`src/rtl/serial_adder_pkg.sv`:
```
// Shared types and constants for the bit-serial adder.
//   state_t       : FSM state encoding (IDLE, RUN, DONE)
//   DEFAULT_WIDTH : default operand width
//   cnt_width()   : bit counter width for a given operand width
package serial_adder_pkg;

   typedef enum logic [1:0] {
      IDLE = 2'd0,
      RUN  = 2'd1,
      DONE = 2'd2
   } state_t;

   localparam int unsigned DEFAULT_WIDTH = 8;

   // Counter only has to reach WIDTH-1; never narrower than one bit.
   function automatic int unsigned cnt_width(input int unsigned w);
      return (w < 2) ? 1 : $clog2(w);
   endfunction

endpackage

```
`src/rtl/serial_adder_fa_cell.sv`:
```
// Combinational full adder built from two half adders and an OR.
//   x, y : addend bits
//   ci   : carry in
//   s    : sum bit
//   co   : carry out
module fa_cell (
   input  logic x,
   input  logic y,
   input  logic ci,
   output logic s,
   output logic co
);

   logic p;
   logic g1;
   logic g2;

   // First half adder: x + y
   assign p  = x ^ y;
   assign g1 = x & y;

   // Second half adder: partial sum + carry in
   assign s  = p ^ ci;
   assign g2 = p & ci;

   assign co = g1 | g2;

endmodule

```
`src/rtl/serial_adder.sv`:
```
// Bit-serial adder: accepts two WIDTH-bit operands plus carry-in over a
// valid/ready handshake and adds them LSB-first, one bit per clock, through
// a single full-adder cell. The result is presented over a second
// valid/ready handshake and held until consumed.
//   clk, rst            : clock, synchronous active-high reset
//   in_valid / in_ready : operand handshake (a, b, cin)
//   out_valid/out_ready : result handshake (sum, cout, ovf)
//   sum, cout           : (a + b + cin) mod 2^WIDTH and bit WIDTH
//   ovf                 : signed overflow, only when SERIAL_ADDER_OVF_EN
//                         is defined
module serial_adder
   import serial_adder_pkg::*;
#(
   parameter int unsigned WIDTH = DEFAULT_WIDTH
) (
   input  logic             clk,
   input  logic             rst,
   input  logic             in_valid,
   output logic             in_ready,
   input  logic [WIDTH-1:0] a,
   input  logic [WIDTH-1:0] b,
   input  logic             cin,
   output logic             out_valid,
   input  logic             out_ready,
   output logic [WIDTH-1:0] sum,
`ifdef SERIAL_ADDER_OVF_EN
   output logic             ovf,
`endif
   output logic             cout
);

   localparam int unsigned   CW   = cnt_width(WIDTH);
   localparam logic [CW-1:0] LAST = CW'(WIDTH - 1);

   state_t           state;
   state_t           state_nxt;
   logic [WIDTH-1:0] a_sr;
   logic [WIDTH-1:0] a_nxt;
   logic [WIDTH-1:0] b_sr;
   logic [WIDTH-1:0] b_nxt;
   logic [WIDTH-1:0] sum_nxt;
   logic             carry;
   logic             carry_nxt;
   logic [CW-1:0]    cnt;
   logic [CW-1:0]    cnt_nxt;
   logic             in_ready_nxt;
   logic             out_valid_nxt;
   logic             fa_s;
   logic             fa_co;
`ifdef SERIAL_ADDER_OVF_EN
   logic             ovf_nxt;
`endif

   fa_cell u_fa (
      .x  (a_sr[0]),
      .y  (b_sr[0]),
      .ci (carry),
      .s  (fa_s),
      .co (fa_co)
   );

   // Carry flop holds the running carry; after the last bit it is cout.
   assign cout = carry;

   // Next-state and datapath update.
   always_comb begin
      state_nxt = state;
      a_nxt     = a_sr;
      b_nxt     = b_sr;
      sum_nxt   = sum;
      carry_nxt = carry;
      cnt_nxt   = cnt;
`ifdef SERIAL_ADDER_OVF_EN
      ovf_nxt   = ovf;
`endif

      case (state)
         IDLE: begin
            if (in_valid) begin
               a_nxt     = a;
               b_nxt     = b;
               carry_nxt = cin;
               cnt_nxt   = '0;
               sum_nxt   = '0;
`ifdef SERIAL_ADDER_OVF_EN
               ovf_nxt   = 1'b0;
`endif
               state_nxt = RUN;
            end
         end
         RUN: begin
            a_nxt     = a_sr >> 1;
            b_nxt     = b_sr >> 1;
            carry_nxt = fa_co;
            sum_nxt   = {fa_s, sum[WIDTH-1:1]};
            if (cnt == LAST) begin
`ifdef SERIAL_ADDER_OVF_EN
               // carry is the carry into the MSB on this last bit
               ovf_nxt   = carry ^ fa_co;
`endif
               state_nxt = DONE;
            end else begin
               cnt_nxt = cnt + CW'(1);
            end
         end
         DONE: begin
            if (out_ready) begin
               state_nxt = IDLE;
            end
         end
         default: begin
            state_nxt = IDLE;
         end
      endcase

      // Handshake flags registered from the next state.
      in_ready_nxt  = (state_nxt == IDLE);
      out_valid_nxt = (state_nxt == DONE);
   end

   // State and datapath registers.
   always_ff @(posedge clk) begin
      if (rst) begin
         state     <= IDLE;
         a_sr      <= '0;
         b_sr      <= '0;
         sum       <= '0;
         carry     <= 1'b0;
         cnt       <= '0;
         in_ready  <= 1'b1;
         out_valid <= 1'b0;
`ifdef SERIAL_ADDER_OVF_EN
         ovf       <= 1'b0;
`endif
      end else begin
         state     <= state_nxt;
         a_sr      <= a_nxt;
         b_sr      <= b_nxt;
         sum       <= sum_nxt;
         carry     <= carry_nxt;
         cnt       <= cnt_nxt;
         in_ready  <= in_ready_nxt;
         out_valid <= out_valid_nxt;
`ifdef SERIAL_ADDER_OVF_EN
         ovf       <= ovf_nxt;
`endif
      end
   end

endmodule

```
`config.mk`:
```
export PLATFORM = sky130hd
export DESIGN_NAME = serial_adder
export DESIGN_NICKNAME = d
export VERILOG_FILES = /design/src/rtl/serial_adder_pkg.sv /design/src/rtl/serial_adder_fa_cell.sv /design/src/rtl/serial_adder.sv
export SDC_FILE = /design/constraint.sdc
export NUM_CORES = 1
export LEC_CHECK = 0
export CAP_MARGIN = 30
export CORE_ASPECT_RATIO = 1.75
export CORE_MARGIN = 4
export CORE_UTILIZATION = 48
export CTS_CLUSTER_DIAMETER = 60
export DETAILED_ROUTE_END_ITERATION = 16
export PLACE_DENSITY = 0.8
export SLEW_MARGIN = 20
export SYNTH_ARGS = -nofsm -noshare
export SYNTH_HDL_FRONTEND = slang
export SYNTH_SLANG_ARGS = --single-unit
```
`constraint.sdc`:
```
create_clock -name clk -period 1.8 [get_ports clk]
set_clock_uncertainty 0.15 [all_clocks]
set_input_delay 0.18 -clock clk [delete_from_list [all_inputs] [get_ports clk]]
set_output_delay 0.18 -clock clk [all_outputs]
set_load 0.02 [all_outputs]
```
### Word-level counts from Yosys, hierarchy flattened

Cells that the tools add are included.
W data, S select, Z words.

| storage, ports and cells | value |
|---|---|
| register bits | 32 |
| input bits | 21 |

| operators by class | value |
|---|---|
| add/sub/neg operators | 1 |
| equality and inequality tests | 6 |
| muxes and demuxes | 15 |
| bitwise gates (word level) | 5 |
| reduce and logical (&&, ||, !) cells | 5 |

Operator list:

| operator | count |
|---|---|
| $pmux W8 S2 | 3 |
| $mux W8 | 3 |
| $mux W2 | 3 |
| $mux W3 | 2 |
| $pmux W2 S3 | 1 |
| $pmux W3 S2 | 1 |
| $eq A2 B2 Y1 const B | 2 |
| $logic_not A2 Y1 | 2 |
| $ne A2 B2 Y1 const B | 2 |
| $add A3 B1 Y3 const B | 1 |
| $eq A3 B3 Y1 const B | 1 |
| $reduce_and A3 Y1 | 1 |
| $and A1 B1 Y1 | 2 |
| $eq A2 B1 Y1 const B | 1 |
| $pmux W1 S2 | 1 |
| $reduce_and A2 Y1 | 1 |
| $reduce_bool A2 Y1 | 1 |
| $xor A1 B1 Y1 | 2 |
| $mux W1 | 1 |
| $or A1 B1 Y1 | 1 |

### Logic depth before layout (Yosys ltp)

| depth | value |
|---|---|
| depth after elaboration | 4 |
| mapped depth | 6 |

### By module

Synthesis repeated with hierarchy kept, for this count alone.

| unflattened totals | value |
|---|---|
| cells, all modules | 135 |
| area, all modules | 1343.8 µm² |

Modules (own cells, without submodules):

| module | instances | cells each | area an instance (µm²) | seq. area each (µm²) |
|---|---|---|---|---|
| serial_adder | 1 | 134 | 1323.8 | 640.6 |
| fa_cell | 1 | 1 | 20.0 | 0.0 |

### Least setup slack after synthesis

OpenSTA, ideal clock, no wires.

| timing | value |
|---|---|
| kind | reg-to-reg |
| from | register carry, in the netlist cout |
| to | register sum[7] |
| library setup time | 0.128 ns |
| data arrival time | 1.269 ns |
| setup slack | 0.253 ns |
| stages on the path, launching flop included | 6 |
| buffers on the path | 0 |
| clock period less this slack | 1.547 ns |
| cells stage by stage | dfxtp_1 -> inv_1 -> fa_1 -> inv_1 -> a22oi_1 -> nor2_1 |

| between the ends | value |
|---|---|
| longest elaborated chain between the ends | 2 |

RTL lines:

| element | RTL line | source |
|---|---|---|
| start, declared | serial_adder.sv:42 | `logic carry;` |
| start signal, assigned | serial_adder.sv:140 | `carry <= carry_nxt;` |
| $xor A1 B1 Y1 | serial_adder_fa_cell.sv:23 | `assign s = p ^ ci;` |
| $pmux W8 S2 | serial_adder.sv:77 | `case (state)` |
| end signal, assigned | serial_adder.sv:139 | `sum <= sum_nxt;` |
| end, declared | serial_adder.sv:25 | `output logic [WIDTH-1:0] sum,` |

No other way between the ends.
A chain may end at the register's enable or synchronous reset.

### Worst setup path in the final report

| timing | value |
|---|---|
| from | register sum[7] |
| to | output sum[7] |

No word-level cell between the ends.

==> out/qor.csv <==
metric,value,unit
status,finished clean,
# port buffers,31,
"Setup Fix Bufs, Post-CTS",0,
area share of the largest cell type after synthesis,0.472,
crit-path cells,clkdlybuf4s50_1,
wire length on met2,1550,µm
Initial Utilization,0.499,
Layout area overhead,32.3,%
Crit path depth,1,
"CTS clk-pin slew, worst paths",0.07,ns
Worst Reg-to-Reg Cells,5,
max_cap viols,0,
FMAX,0.622,GHz
Met3 Wirelength,115,µm
main flop type after synthesis,dfxtp_1,
first-pass GRT wire length,4830,µm
# rows,25,
I/O Pins,32,
First-pass DRT Iterations,2,
full die area,3780,µm²
detailed-route wire length,2930,µm
Startpoint Class,flop,
period utilisation layout,0.893,
Inserted Clock Buffers,5,
ant diodes,0,
cts hold-fix bufs,0,
post-synthesis sequential area ratio,0.472,
antenna violations before repair,0,
setup_tns,0,ns
Pins Over Slew Limit,0,
WHS Path Cells,2,
DRC Markers,0,
number of enable flip-flop cells after synthesis,0,
Final Non-Filler Cells,202,
cell taking the most area after synthesis,dfxtp_1,
gr ovfl total,0,
Mapped Nets,166,
uppermost layer routed,met4,
RR Startpoint,cnt[0],
Tightest Pin Transition,0.350,ns
Rel. slew slack,0.766,
"Slowest-stage cell, CP",clkdlybuf4s50_1,
post-cts sizing count,0,
DR vias/cell,5.63,
Setup crit end kind,output pin,
clk buf depth,2,
Sink Count,32,
CP startpoint,sum[7],
post-synthesis async set-or-reset flop share,0,
leakage,0.689,nW
GRT Util Overall,0.179,
"most common cell after layout, fill and taps aside",dfxtp_1,
P_int,1.28,mW
Post-DRT Antenna Nets,0,
clock power share,0.406,
Tmin final,1.61,ns
H-tree depth,2,
Critical Path RT,1.47,ns
initial drt markers,20,
M1 wire length,1180,µm
Routed wire per std cell,14.5,µm
unrepaired setup endpoints after global routing,no,
"delay-heaviest family, CP",buffers and inverters,
CTS root buffer,clkbuf_8,
WS Path Type,flop to output pin,
"Hold Vio Cnt, Final",0,
Worst-Skew Late Latency,0.29,ns
Avg Synthesized Cell Area,9.56,µm²
worst-path fanout max,3,
Hold Path Class,flop to flop,
setup violators final,0,
Die Width,48.2,µm
slowest cell delay on critical path,0.62,ns
"FF+latch count, synth",32,
Logic pwr share,0.135,
crit path DAT,1.28,ns
DP Wirelength,2110,µm
layout cells sized above 1,0.0914,
min-delay src,cnt[2],
Nets,198,
Mapped Area,1360,µm²
cell count after placement,194,
Core ar.,2720,µm²
Buf/Inv on CP,1,
Area contributors post-synth,"dfxtp_1, a211oi_1, mux2i_1",
vias in the first global route,1202,
Die Ht,78.4,µm
Max IR drop VDD,682,µV
most frequent cells in the layout,"dfxtp_1, clkdlybuf4s50_1, nor2_1",
gpl congestion,0.758,
Net Switching,408,µW
Flop pwr share,0.459,
largest net degree at the start of global routing,33,
Post-Synthesis Cells,142,
Yosys cell types,26,
Synthesis Warnings,0,
CTS tree,yes,
PwrDens,939,nW/µm²
switching power share of the total,0.242,
via count,1138,
==> final timing paths <==
path            end  slack, ns
min          cnt[2]       0.35
max reg2reg  cnt[0]       0.26
min reg2reg  cnt[2]       0.35
max          sum[7]       0.19
==> synth_stat cells, types with 3 or more instances <==
cell / count
inv_1: 6
a21oi_1: 4
nand2_1: 4
clkbuf_1: 3
a22oi_1: 10
o22ai_1: 3
buf_6: 4
dfxtp_1: 32
mux2i_1: 11
nand3_1: 4
nor2_1: 26
a31oi_1: 3
a211oi_1: 15
buf_2: 3
==> power by group through the flow <==
stage	clock, mW	combinational (mW)	sequential [mW]
2_1_floorplan	0	0.138	0.789
5_1_grt	0.734	0.250	0.778
3_3_place_gp	0	0.223	0.787
4_1_cts	0.698	0.231	0.774
6_report	0.685	0.228	0.775
3_5_place_dp	0	0.230	0.790
==> registers in the layout (all words and copies together), names as in the netlist <==
name,count
b_sr,8
sum,8
in_ready,1
state,2
cnt,3
out_valid,1
cout,1
a_sr,8
==> tightest hold or removal path: stages (launching register included) <==
cell and delay, ns:
dfxtp_1 0.33, nand2_1 0.06, a31oi_1 0.06
==> through the flow <==
stage / power [mW] / utilization / hold WS (ns) / cell area, µm² / setup slack (ns)
2_1_floorplan: 0.928 / - / 0.108 / 1360 / 0.253
3_3_place_gp: 1.01 / 0.619 / 0.324 / 1690 / 0.252
3_5_place_dp: 1.02 / 0.619 / 0.342 / 1690 / 0.147
4_1_cts: 1.70 / 0.660 / 0.349 / 1800 / 0.176
5_1_grt: 1.76 / 0.660 / 0.386 / 1800 / 0.133
6_report: 1.69 / 0.660 / 0.346 / 1800 / 0.192
==> metal layers <==
layer  up-vias  track usage
met5         -            0
li1        566            -
met3         7       0.0413
met2        30        0.296
met4         0        0.121
met1       535        0.182
==> layout make-up <==
type	instances	area, µm²
fillers	230	925
flip-flops and latches	32	641
multi-input cells	93	616
repair buffers	36	373
clock buffers	5	68.8
clock inverters	3	42.5
well taps	27	33.8
inverters	6	22.5
==> cells by family after synthesis <==
group,synth area share
buffers and inverters,0.0746
muxes,0.0811
adders and majority gates,0.0332
and+or+nand+nor,0.128
AOI/OAI and AO/OA,0.211
DFF,0.472
Power figures use the tool's default switching activity.
